==> config.mk <==
export PLATFORM = sky130hd
export DESIGN_NAME = rose_capture_delay_responder
export DESIGN_NICKNAME = d
export VERILOG_FILES = /design/src/rtl/rose_capture_delay_responder.sv
export SDC_FILE = /design/constraint.sdc
export NUM_CORES = 1
export LEC_CHECK = 0
export CAP_MARGIN = 10
export CELL_PAD_IN_SITES_DETAIL_PLACEMENT = 1
export CELL_PAD_IN_SITES_GLOBAL_PLACEMENT = 2
export CORE_MARGIN = 3
export CORE_UTILIZATION = 36
export CTS_CLUSTER_SIZE = 8
export DETAILED_ROUTE_END_ITERATION = 10
export PLACE_DENSITY_LB_ADDON = 0.15
export SLEW_MARGIN = 0
export SYNTH_ARGS = -nofsm -noshare
export SYNTH_HDL_FRONTEND = slang
export SYNTH_SLANG_ARGS = --single-unit
==> constraint.sdc <==
create_clock -name clk -period 5.65 [get_ports clk]
set_clock_uncertainty 0.1 [all_clocks]
set_input_delay 1.695 -clock clk [delete_from_list [all_inputs] [get_ports clk]]
set_output_delay 1.695 -clock clk [all_outputs]
set_load 0.05 [all_outputs]
==> src/rtl/rose_capture_delay_responder.sv <==
// rtl/rose_capture_delay_responder.sv - rise-captured payload delay line with bounded, in-order delivery
module rose_capture_delay_responder #(
  parameter int         DATA_W    = 10,
  parameter int         MIN_LAT   = 1,
  parameter int         MAX_LAT   = 3,
  parameter int         DEPTH     = 4,
  parameter logic [7:0] LFSR_SEED = 8'hA5
) (
  input  logic              clk,
  input  logic              reset,
  input  logic              data_valid,
  input  logic [DATA_W-1:0] data,
  input  logic [1:0]        lat_force,
  output logic [DATA_W-1:0] data_out,
  output logic              data_out_valid,
  output logic [2:0]        pending,
  output logic              overflow
);

  localparam int                PTR_W    = (DEPTH > 1) ? $clog2(DEPTH) : 1;
  localparam int                USED_W   = PTR_W + 1;
  localparam logic [7:0]        LAT_SPAN = 8'(MAX_LAT - MIN_LAT + 1);
  localparam logic [2:0]        MIN_L    = 3'(MIN_LAT);
  localparam logic [2:0]        MAX_L    = 3'(MAX_LAT);
  localparam logic [USED_W-1:0] FULL     = USED_W'(DEPTH);

  logic              dv_q;
  logic [7:0]        lfsr_q, lfsr_d;
  logic [DATA_W-1:0] payload_q [DEPTH];
  logic [DATA_W-1:0] payload_d [DEPTH];
  logic [2:0]        cnt_q [DEPTH];
  logic [2:0]        cnt_d [DEPTH];
  logic [PTR_W-1:0]  head_q, head_d;
  logic [USED_W-1:0] used_q, used_d;
  logic [DATA_W-1:0] data_out_q, data_out_d;
  logic              dov_q, dov_d;
  logic              ovf_q, ovf_d;

  logic              capture;
  logic [2:0]        rand_lat;
  logic [2:0]        force_lat;
  logic [2:0]        lat_sel;

  // Galois-free Fibonacci LFSR, x^8+x^6+x^5+x^4+1, free-running every cycle
  always_comb begin
    lfsr_d = {lfsr_q[6:0], lfsr_q[7] ^ lfsr_q[5] ^ lfsr_q[4] ^ lfsr_q[3]};
  end

  // Per-transfer latency: random from the current LFSR value, or forced and clamped into range
  always_comb begin
    rand_lat  = 3'(8'(MIN_LAT) + (lfsr_q % LAT_SPAN));
    force_lat = {1'b0, lat_force};
    if (force_lat < MIN_L) begin
      force_lat = MIN_L;
    end else if (force_lat > MAX_L) begin
      force_lat = MAX_L;
    end
    lat_sel = (lat_force == 2'd0) ? rand_lat : force_lat;
  end

  assign capture = data_valid & ~dv_q;

  // Edge update: age all entries, deliver an expiring head, then append any new capture
  always_comb begin
    logic              pop;
    logic [USED_W-1:0] used_after;
    logic [PTR_W-1:0]  newest_idx;
    logic [PTR_W-1:0]  tail_idx;
    logic [2:0]        t_plus1;
    logic [2:0]        push_cnt;

    payload_d  = payload_q;
    head_d     = head_q;
    used_d     = used_q;
    data_out_d = data_out_q;
    dov_d      = 1'b0;
    ovf_d      = ovf_q;

    // Free slots always hold count 0, so decrementing only nonzero counts ages exactly the live entries.
    for (int i = 0; i < DEPTH; i++) begin
      cnt_d[i] = (cnt_q[i] != 3'd0) ? (cnt_q[i] - 3'd1) : 3'd0;
    end

    pop        = (used_q != '0) && (cnt_q[head_q] == 3'd1);
    used_after = pop ? (used_q - 1'b1) : used_q;
    if (pop) begin
      data_out_d = payload_q[head_q];
      dov_d      = 1'b1;
      head_d     = head_q + 1'b1;
    end

    // A new entry must expire strictly after the newest surviving one, which keeps delivery in order.
    newest_idx = head_q + PTR_W'(used_q - 1'b1);
    t_plus1    = (used_after != '0) ? (cnt_d[newest_idx] + 3'd1) : 3'd1;
    push_cnt   = (lat_sel > t_plus1) ? lat_sel : t_plus1;
    tail_idx   = head_q + PTR_W'(used_q);

    if (capture) begin
      if (used_after == FULL) begin
        ovf_d = 1'b1;
      end else begin
        payload_d[tail_idx] = data;
        cnt_d[tail_idx]     = push_cnt;
        used_after          = used_after + 1'b1;
      end
    end
    used_d = used_after;
  end

  // State registers; reset discards every pending entry at once
  always_ff @(posedge clk or posedge reset) begin
    if (reset) begin
      dv_q       <= 1'b0;
      lfsr_q     <= LFSR_SEED;
      head_q     <= '0;
      used_q     <= '0;
      data_out_q <= '0;
      dov_q      <= 1'b0;
      ovf_q      <= 1'b0;
      for (int i = 0; i < DEPTH; i++) begin
        payload_q[i] <= '0;
        cnt_q[i]     <= 3'd0;
      end
    end else begin
      dv_q       <= data_valid;
      lfsr_q     <= lfsr_d;
      head_q     <= head_d;
      used_q     <= used_d;
      data_out_q <= data_out_d;
      dov_q      <= dov_d;
      ovf_q      <= ovf_d;
      for (int i = 0; i < DEPTH; i++) begin
        payload_q[i] <= payload_d[i];
        cnt_q[i]     <= cnt_d[i];
      end
    end
  end

  // Occupancy report, saturated to the 3-bit port
  always_comb begin
    pending = (32'(used_q) > 32'd7) ? 3'd7 : 3'(used_q);
  end

  assign data_out       = data_out_q;
  assign data_out_valid = dov_q;
  assign overflow       = ovf_q;

endmodule

==> results of run 1 <==
==> area by class of cell <==
cell class / instances / area (sq um)
inverter: 18 / 68.82
sequential: 78 / 1962
timing repair buffer: 53 / 483.0
tap: 140 / 175.2
clock buffer: 11 / 232.7
fill: 1175 / 6005
multi-input combinational: 257 / 2222
clock inverter: 4 / 25.02
==> power breakdown <==
group          switching, mW  leakage [nW]  total (mW)  internal, mW
sequential             0.157         0.963       0.943         0.786
combinational          0.719          1.20        1.35         0.635
clock                  0.217         0.121       0.511         0.293
total                   1.09          2.29        2.81          1.71
==> critical path, delay by kind of cell (launching register included) <==
family,cells,cell delay (ns)
fa+ha+maj,4,0.91
simple gates,7,1.88
flops,1,0.48
mux,1,0.14
compound gates,12,1.35
buf+inv,4,0.41
==> worst max-delay path by stage <==
stage                          from   endpoint  cells past startpoint
after floorplan           lfsr_q[5]  cnt_q[11]                     27
after global placement    lfsr_q[5]   cnt_q[5]                     27
after detailed placement  lfsr_q[5]   cnt_q[2]                     27
after CTS                 lfsr_q[5]   cnt_q[2]                     27
after global routing      lfsr_q[7]  cnt_q[11]                     28
final                     lfsr_q[7]   cnt_q[5]                     28
==> flip-flops by register name, indices dropped and copies added (netlist names) <==
name and cells:
lfsr_q 8, pending 3, payload_q 40, data_out 10, head_q 2, cnt_q 12, overflow 1, data_out_valid 1
dv_q 1
==> cells in the mapped netlist (6+ instances only) <==
cell type / instances
dfrtp_1: 74
nand2_1: 47
mux2_2: 37
nor2_1: 24
inv_1: 18
a21oi_1: 13
ha_1: 13
mux4_2: 13
xnor2_1: 11
o21ai_0: 10
mux2i_1: 9
mux2_4: 6
==> stage by stage <==
stage / setup TNS [ns] / hold WS, ns / instances / worst slack (ns) / util
6_report: 0 / 0.3481 / 561 / 0.3079 / 0.4626
5_1_grt: -0.1398 / 0.3604 / 561 / -0.05701 / 0.4626
4_1_cts: 0 / 0.3491 / 551 / 0.007375 / 0.4457
3_5_place_dp: -0.1845 / 0.3435 / 535 / -0.05286 / 0.4215
3_3_place_gp: 0 / 0.3388 / 535 / 0.1834 / 0.4215
2_1_floorplan: 0 / 0.3125 / 367 / 0.2791 / -
==> metal layers <==
layer  vias to the layer above  share of wire  wire length (microns)
met3                        12          0.029                    291
met2                        38           0.50                   5009
met4                         0          0.012                    119
li1                       1416              -                      -
met5                         -              0                      0
met1                      1483           0.46                   4582
==> timing repair <==
item,4_1_cts,5_1_grt
setup buffers,1,10
hold buffers,0,0
endpoints found under the setup margin,4,12
pin swaps,0,9
resized for setup,1,26
==> cell families (layout without fill, tap and decap cells) <==
group	count (synthesis)	in the layout	synth area share
compound gates	55	55	0.09128
mux	65	65	0.2100
xor+xnor	15	15	0.03279
simple gates	109	109	0.1282
fa+ha+maj	13	13	0.03841
buf+inv	32	86	0.03722
flops	78	78	0.4620
==> results.sh, run 1 <==
export IMPL_drv_cap=0
export IMPL_slew_violations=0
export IMPL_grt_use_total=0.1593
export IMPL_root_buffer="clkbuf_16"
export IMPL_hold_violations=0
export IMPL_grtUsageMet3=0.04440
export IMPL_relSlewSlack=0.3864
export IMPL_yosys_warnings=0
export IMPL_layout_common_cells="73 x dfrtp_1, 47 x nand2_1, 37 x mux2_2"
export IMPL_arrival_ns=5.49
export IMPL_final_cell_area_sq_mm=0.005169
export IMPL_dieArea_sq_mm=0.01310
export IMPL_drtPass1Iterations=4
export IMPL_n_antenna_cell=0
export IMPL_setup_viol=0
export IMPL_hold_path_class="reg -> reg"
export IMPL_die_h_microns=114.5
export IMPL_crit_type="reg -> reg"
export IMPL_nNetsFinal=445
export IMPL_grt_pass1_wl_microns=16370
export IMPL_rrSetupSlack_ns=0.31
export IMPL_initial_utilization=0.3791
export IMPL_r2r_end="cnt_q[5]"
export IMPL_port_buffers=29
export IMPL_htreeDepth=3
export IMPL_syn_nets=395
export IMPL_core_rowCount=38
export IMPL_worstHoldStart="lfsr_q[0]"
export IMPL_cts_inserted_buffers=9
export IMPL_gr_usage_met2=0.2674
export IMPL_cts_tree="done"
export IMPL_worstMarginPinSlew_ns=0.9193
export IMPL_worst_r2r_path_depth=28
export IMPL_dp_hpwl_microns=6844
export IMPL_synthesis_area_sq_mm=0.004235
export IMPL_synth_edff_count=0
export IMPL_clk_latency_ns=0.33
export IMPL_worst_ep_required_time_ns=5.79
export IMPL_core_area_sq_mm=0.01117
export IMPL_drt_initial_drc_count=103
export IMPL_path_clk_slew_ns=0.06
export IMPL_dpl_instance_area_sq_mm=0.004710
export IMPL_route_vias_total=2949
export IMPL_leakagePower_nw=2.287
export IMPL_yosysTopAreaCellShare=0.4372
export IMPL_slowest_delay_ns=0.56
export IMPL_end_kind="flip-flop"
export IMPL_routabilityCongestion=0.7459
export IMPL_p_per_area_mw_per_mm2=543.2
export IMPL_syn_inst=367
export IMPL_ys_dominant_reg_cell="dfrtp_1"
export IMPL_ys_types=62
export IMPL_drcViolationCount=0
export IMPL_cts_max_path_buffers=2
export IMPL_ir_drop_uv=340.3
export IMPL_routedWlPerCell_microns=17.83
export IMPL_boundaryPins=30
export IMPL_antenna_found_initial=0
export IMPL_synthArstFlopShare=1.000
export IMPL_ant_nets=0
export IMPL_yosys_top_cells_area="dfrtp_1 44%, mux2_2 9.8%, mux4_2 6.9%"
export IMPL_grt_overflow=0
export IMPL_cp_slowest_cell="or4b_4"
export IMPL_min_period_over_period=0.9455
export IMPL_yosysTopAreaCell="dfrtp_1"
export IMPL_min_to="lfsr_q[1]"
export IMPL_grt_pass1_vias=3196
export IMPL_final_common_cell="dfrtp_1"
export IMPL_cts_sinks=78
export IMPL_fin_crit_ns=5.342
export IMPL_fmaxAchievable_mhz=187.2
export IMPL_syn_avg_cell_area_sq_um=11.54
export IMPL_min_path_cells=0
export IMPL_busiest_layer="met2"
export IMPL_total_power_mw=2.808
export IMPL_path_max_fanout=4
export IMPL_ys_ff_latch=78
export IMPL_wl_microns=10000
export IMPL_regToRegStartpoint="lfsr_q[7]"
export IMPL_ys_seq_area_frac=0.4620
export IMPL_start_kind="flip-flop"
export IMPL_avgViaCountPerCell=5.257
export IMPL_grt_max_degree=53
export IMPL_status="complete, no violations"
export IMPL_die_w_microns=114.5
export IMPL_area_delta_synth_final_pct=22.04
export IMPL_drive_gt1_frac=0.2969
export IMPL_use_met1=0.2056
Note: power is estimated with default switching activity, not from simulation.
==> inputs of run 2 (changes only) <==
--- a/config.mk
+++ b/config.mk
@@ -5,10 +5,10 @@
 export SDC_FILE = /design/constraint.sdc
 export NUM_CORES = 1
 export LEC_CHECK = 0
-export CAP_MARGIN = 10
+export CAP_MARGIN = 40
 export CELL_PAD_IN_SITES_DETAIL_PLACEMENT = 1
 export CELL_PAD_IN_SITES_GLOBAL_PLACEMENT = 2
-export CORE_MARGIN = 3
+export CORE_MARGIN = 1
 export CORE_UTILIZATION = 36
 export CTS_CLUSTER_SIZE = 8
 export DETAILED_ROUTE_END_ITERATION = 10
==> run 2 against run 1 <==
Sequential power down 1%. Largest cell class unchanged. Worst hold slack better by 0.0071 ns. Die area down 6.9%. Sequential cell count unchanged. First-iteration DRC count up 11%. Cell area about the same. Setup slack worse by 0.054 ns. Register-to-register slack worse by 0.05 ns. Cell count down 0.18%. Critical path type unchanged. Fmax down 1.0%. Sequential share of layout area about the same.
==> results.sh, run 2 (synthesized netlist as in run 1, its figures left out) <==
export IMPL_drive_gt1_frac=0.2830
export IMPL_ant_nets=0
export IMPL_drcViolationCount=0
export IMPL_initial_utilization=0.3709
export IMPL_worstMarginPinSlew_ns=0.7463
export IMPL_path_clk_slew_ns=0.06
export IMPL_dp_cells=536
export IMPL_routabilityCongestion=0.7464
export IMPL_fin_crit_ns=5.396
export IMPL_slowest_delay_ns=0.55
export IMPL_setup_viol=0
export IMPL_p_per_area_mw_per_mm2=564.3
export IMPL_die_h_microns=110.5
export IMPL_power_frac_comb=0.466
export IMPL_area_delta_synth_final_pct=22.07
export IMPL_boundaryPins=30
export IMPL_start_kind="flip-flop"
export IMPL_worstPathBufferInverterCount=5
export IMPL_drv_cap=0
export IMPL_cts_inserted_buffers=9
export IMPL_p_sw_mw=1.100
export IMPL_final_cells=560
export IMPL_largest_reg_flops=40
export IMPL_route_vias_total=2909
export IMPL_crit_type="reg -> reg"
export IMPL_path_max_fanout=7
export IMPL_grt_pass1_wl_microns=16750
export IMPL_layout_common_cells="73 x dfrtp_1, 47 x nand2_1, 37 x mux2_2"
export IMPL_wl_microns=9731
export IMPL_regToRegStartpoint="lfsr_q[7]"
export IMPL_n_antenna_cell=0
export IMPL_largest_register="payload_q"
export IMPL_relSlewSlack=0.5012
export IMPL_r2r_end="cnt_q[11]"
export IMPL_final_common_cell="dfrtp_1"
export IMPL_utilization=0.4528
export IMPL_cts_max_path_buffers=2
export IMPL_grt_use_total=0.1757
export IMPL_core_rowCount=39
export IMPL_dp_hpwl_microns=6654
export IMPL_internal_power_mw=1.817
export IMPL_htreeDepth=3
export IMPL_drt_initial_drc_count=114
export IMPL_die_w_microns=110.5
export IMPL_drtPass1Iterations=4
export IMPL_dieArea_sq_mm=0.01220
export IMPL_antenna_found_initial=0
export IMPL_min_period_over_period=0.9551
export IMPL_cts_sinks=78
export IMPL_arrival_ns=5.55
export IMPL_cp_slowest_cell="or4b_4"
export IMPL_worst_r2r_path_depth=28
export IMPL_fmaxAchievable_mhz=185.3
export IMPL_status="complete, no violations"
export IMPL_leakagePower_nw=2.296
export IMPL_total_power_mw=2.918
export IMPL_avgViaCountPerCell=5.195
export IMPL_root_buffer="clkbuf_16"
export IMPL_routedWlPerCell_microns=17.38
export IMPL_grt_pass1_vias=3150
export IMPL_nNetsFinal=440
export IMPL_crit_cells=28
export IMPL_power_share_clock=0.215
export IMPL_seq_power_share=0.319
export IMPL_clk_latency_ns=0.34
export IMPL_port_buffers=29
export IMPL_slew_violations=0
export IMPL_grt_max_degree=44
export IMPL_ir_drop_uv=332.9
export IMPL_rrSetupSlack_ns=0.25
export IMPL_fin_setup_tns_ns=0
export IMPL_hold_path_class="reg -> reg"
export IMPL_path_delay_family="simple AND/OR/NAND/NOR gates"
export IMPL_grt_overflow=0
export IMPL_cts_tree="done"
export IMPL_cts_hold_buf=0
export IMPL_worst_ep_required_time_ns=5.81
export IMPL_setup_worst_path_end="cnt_q[11]"
export IMPL_min_path_cells=0
export IMPL_hold_violations=0
export IMPL_crit_start="lfsr_q[7]"
export IMPL_end_kind="flip-flop"
export IMPL_worstHoldStart="lfsr_q[0]"
export IMPL_core_area_sq_mm=0.01142
export IMPL_swShare=0.3771
[run 2: layout make-up]
| class | instances | area (sq um) |
|---|---|---|
| well taps | 143 | 178.9 |
| flip-flops and latches | 78 | 1962 |
| multi-input cells | 257 | 2201 |
| fillers | 1226 | 6248 |
| clock buffers | 13 | 250.2 |
| clock inverters | 3 | 67.56 |
| repair buffers | 48 | 441.7 |
| inverters | 18 | 68.82 |
[run 2: layer usage]
layer / wire length (microns) / global-route usage
met1: 4687 / 0.2304
met2: 4687 / 0.2849
met3: 235 / 0.03842
met4: 120 / 0.06489
met5: 0 / 0
[run 2: worst min path at each step]
| stage | end | slack [ns] |
|---|---|---|
| global route | lfsr_q[1] | 0.37 |
| CTS | lfsr_q[6] | 0.35 |
| finish | lfsr_q[1] | 0.36 |
| floorplan | lfsr_q[3] | 0.31 |
| detailed placement | lfsr_q[1] | 0.34 |
| global placement | lfsr_q[6] | 0.34 |
[run 2: power by group through the flow]
stage | combinational [mW] | clock, mW | sequential, mW
floorplan | 0.891 | 0 | 1.05
global placement | 1.34 | 0 | 0.929
detailed placement | 1.38 | 0 | 0.940
CTS | 1.38 | 0.644 | 0.934
global route | 1.50 | 0.673 | 0.967
finish | 1.36 | 0.627 | 0.932
[run 2: through the flow]
step	area, sq um	hold slack (ns)	setup WS (ns)
4_1_cts	5037	0.3466	0.03102
3_5_place_dp	4698	0.3399	-0.06532
2_1_floorplan	4235	0.3125	0.2791
5_1_grt	5170	0.3705	-0.03771
6_report	5170	0.3551	0.2537
3_3_place_gp	4698	0.3374	0.1541
[run 2: what timing repair did]
action | in CTS | in global routing
pin swaps | 0 | 8
buffers inserted | 0 | 8
gates resized for setup | 5 | 20
endpoints found under the setup margin | 4 | 12
endpoints found under the hold margin | 0 | 0
==> patch, RTL diff (settings of run 1) <==
Put one more register stage on the output `data_out`, with the module's reset. The value now appears one clock later. The other outputs are not delayed to match.
--- a/src/rtl/rose_capture_delay_responder.sv
+++ b/src/rtl/rose_capture_delay_responder.sv
@@ -141,7 +141,13 @@
     pending = (32'(used_q) > 32'd7) ? 3'd7 : 3'(used_q);
   end
 
-  assign data_out       = data_out_q;
+  always_ff @(posedge clk or posedge reset) begin
+    if (reset) begin
+      data_out <= '0;
+    end else begin
+      data_out <= data_out_q;
+    end
+  end
   assign data_out_valid = dov_q;
   assign overflow       = ovf_q;
 
Behaviour: not the same (a bounded check fails within 4 cycles, from zero or initial values and one cycle with reset high).
==> patch against run 1 <==
Setup slack improved by 120 ps. Area after synthesis increased by 5.6%. Final area grew 1.3%. Combinational power shrank 5%. Sequential cell count is 10 higher. Total power grew 3.0%. Critical path type unchanged. Global-route usage decreased by 1.8 points. Largest cell class is now flip-flops and latches. Wire length shrank 9.8%.
==> patch: results (changes against run 1) <==
Place
  • Gpl congestion: 0.745 (was 0.746)
  • Half-perimeter wire length of the detailed placement result: 6320 um (was 6840 um)
  • IO buf count: 29 (unchanged)
  • Cells after DPL: 523 (was 535)

Drt
  • Remaining DRCs: 0 (unchanged)
  • DRT iter0 DRCs: 140 (was 103)
  • Mean number of vias per cell: 4.96 (was 5.26)
  • WL per Instance: 16.7 um (was 17.8 um)
  • Number of iterations in the first detailed-routing pass: 4 (unchanged)
  • Via count: 2672 (was 2949)

Cells and area
  • Top flop regs: payload_q: 40 flops, cnt_q: 12 flops
  • Filler Cell Count: 1266 (was 1175)
  • Share of cells above drive strength 1: 0.278 (was 0.297)
  • Antenna Diode Count: 0 (unchanged)
  • Net total in the final layout: 394 (was 445)

Yosys
  • Total of warnings raised by yosys: 0 (unchanged)
  • Cells after synthesis: 334 (was 367)
  • Seq/Total Area, Yosys: 0.493 (was 0.462)
  • Async set or reset register ratio after synthesis: 1.00 (unchanged)
  • Nets in the synthesized netlist: 362 (was 395)
  • Number of distinct library cells after synthesis: 58 (was 62)
  • Main area contributors after synthesis: dfrtp_1 47%, mux2_2 7.8%, mux4_2 6.5% (was dfrtp_1 44%, mux2_2 9.8%, mux4_2 6.9%)
  • Most numerous cell types in the synthesized netlist: 84 x dfrtp_1, 31 x mux2_2, 16 x inv_1 (was 74 x dfrtp_1, 47 x nand2_1, 37 x mux2_2)

GRT
  • Antenna violations before repair: 0 (unchanged)
  • All-layer global routing usage: 0.141 (was 0.159)
  • First-pass GRT wire length: 15300 um (was 16400 um)
  • Via count of the first global-routing pass: 2862 (was 3196)
  • Maximum number of pins on one net before global-route repair: 34 (was 53)

Power
  • Leakage power total: 2.34 nW (was 2.29 nW)
  • Net Sw Power: 1.04 mW (was 1.09 mW)
  • Worst-case vdd ir drop: 0.137 mV (was 0.340 mV)

Clock tree
  • Maximum level of the CTS H-tree: 3 (unchanged)
  • Clock transition at the registers of the reported paths: 70 ps
  • Clock tree root driver cell: clkbuf_16 (unchanged)
  • Setup Fix Bufs, Post-CTS: 0 (was 1)
  • Number of buffers between clock root and the deepest sink: 2 (unchanged)
  • Clock latency on the worst-skew pair: 340 ps
  • Clock buffers created by TritonCTS: 9 (unchanged)

Outcome
  • Outcome: finished clean (unchanged)

Timing
  • Least-Margin Pin Slew: 880 ps (was 919 ps)

Setup path
  • Maximum fanout encountered on the critical timing path: 8 (was 4)
  • Worst Path Arrival: 5320 ps (was 5490 ps)

Hold path
  • Path type of the worst min-delay path: reg2reg (unchanged)
## patch: cell count changes after synthesis, moves of 6 or more
cell	delta
nand2_1	-38
nor2_1	-17
dfrtp_1	+10
mux2_1	+8
mux2_4	+8
mux2_2	-6
## patch: repair_timing
action                     in CTS  in global routing
resized for setup               0                  4
hold buffers                    0                  0
setup endpoints to repair       0                 12
## patch: cell families (layout without fill, tap and decap cells)
logic type	after synthesis	after routing	synth area share
xor gates and xnor gates	16	16	0.0355
AOI/OAI and AO/OA	40	40	0.0677
muxes	80	80	0.242
DFF	88	88	0.493
buffers and inverters	33	70	0.0350
adders and majority gates	13	13	0.0364
and+or+nand+nor	64	64	0.0903
## patch: through the flow
stage	area [um2]	total power, mW	hold slack [ps]	setup slack, ps	utilization
global placement	4940	2.35	257	313	0.410
global route	5240	3.09	286	106	0.434
finish	5240	2.89	273	431	0.434
floorplan	4470	2.06	250	544	-
detailed placement	4940	2.38	262	126	0.410
CTS	5220	2.94	277	111	0.432
## patch: worst paths after layout
path / slack [ps] / endpoint / startpoint / cells past startpoint
setup / recovery: 430 / cnt_q[2] / lfsr_q[5] / 21
hold / removal: 270 / data_out[6] / data_out_q[6] / 0
setup reg to reg: 430 / cnt_q[2] / lfsr_q[5] / 21
hold reg to reg: 270 / data_out[6] / data_out_q[6] / 0
max in group asynchronous: 3050 / lfsr_q[0] / reset / 3
min in group asynchronous: 1600 / data_out_q[0] / reset / 2
## patch: critical path: stages, from the launching register on
cell and delay, ps:
dfstp_2 590, and4b_1 220, mux2_2 280, a2bb2oi_2 160, nor3_2 250, inv_1 70, ha_1 230, nor3_1 310
o21ai_0 160, ha_1 260, nor3b_2 260, mux2_2 370, ha_1 300, a21o_1 190, ha_1 300, nor2b_1 130
o21a_1 150, o21ai_0 140, buf_4 160, nor3_1 70, a31oi_4 250, mux2i_1 110
## patch: cell type report
| cell class | instances | area (um2) | share of cell area |
|---|---|---|---|
| multi-input combinational | 213 | 2130 | 0.407 |
| tap | 168 | 210 | 0.0402 |
| inverter | 17 | 65.1 | 0.0124 |
| timing repair buffer | 37 | 350 | 0.0669 |
| sequential | 88 | 2210 | 0.422 |
| clock buffer | 10 | 229 | 0.0437 |
| clock inverter | 6 | 42.5 | 0.00813 |
## patch: power groups by stage
stage / clock network, mW / logic (mW) / registers, mW
2_1_floorplan: 0 / 0.874 / 1.19
3_3_place_gp: 0 / 1.28 / 1.07
3_5_place_dp: 0 / 1.30 / 1.08
4_1_cts: 0.567 / 1.30 / 1.07
5_1_grt: 0.594 / 1.39 / 1.10
6_report: 0.548 / 1.28 / 1.06
## patch: per-layer routing
metal	global-route usage	wire, um	vias to the layer above
li1	-	-	1278
met5	0	0	-
met2	0.224	4350	30
met3	0.0332	220	9
met1	0.188	4290	1355
met4	0.0549	153	0
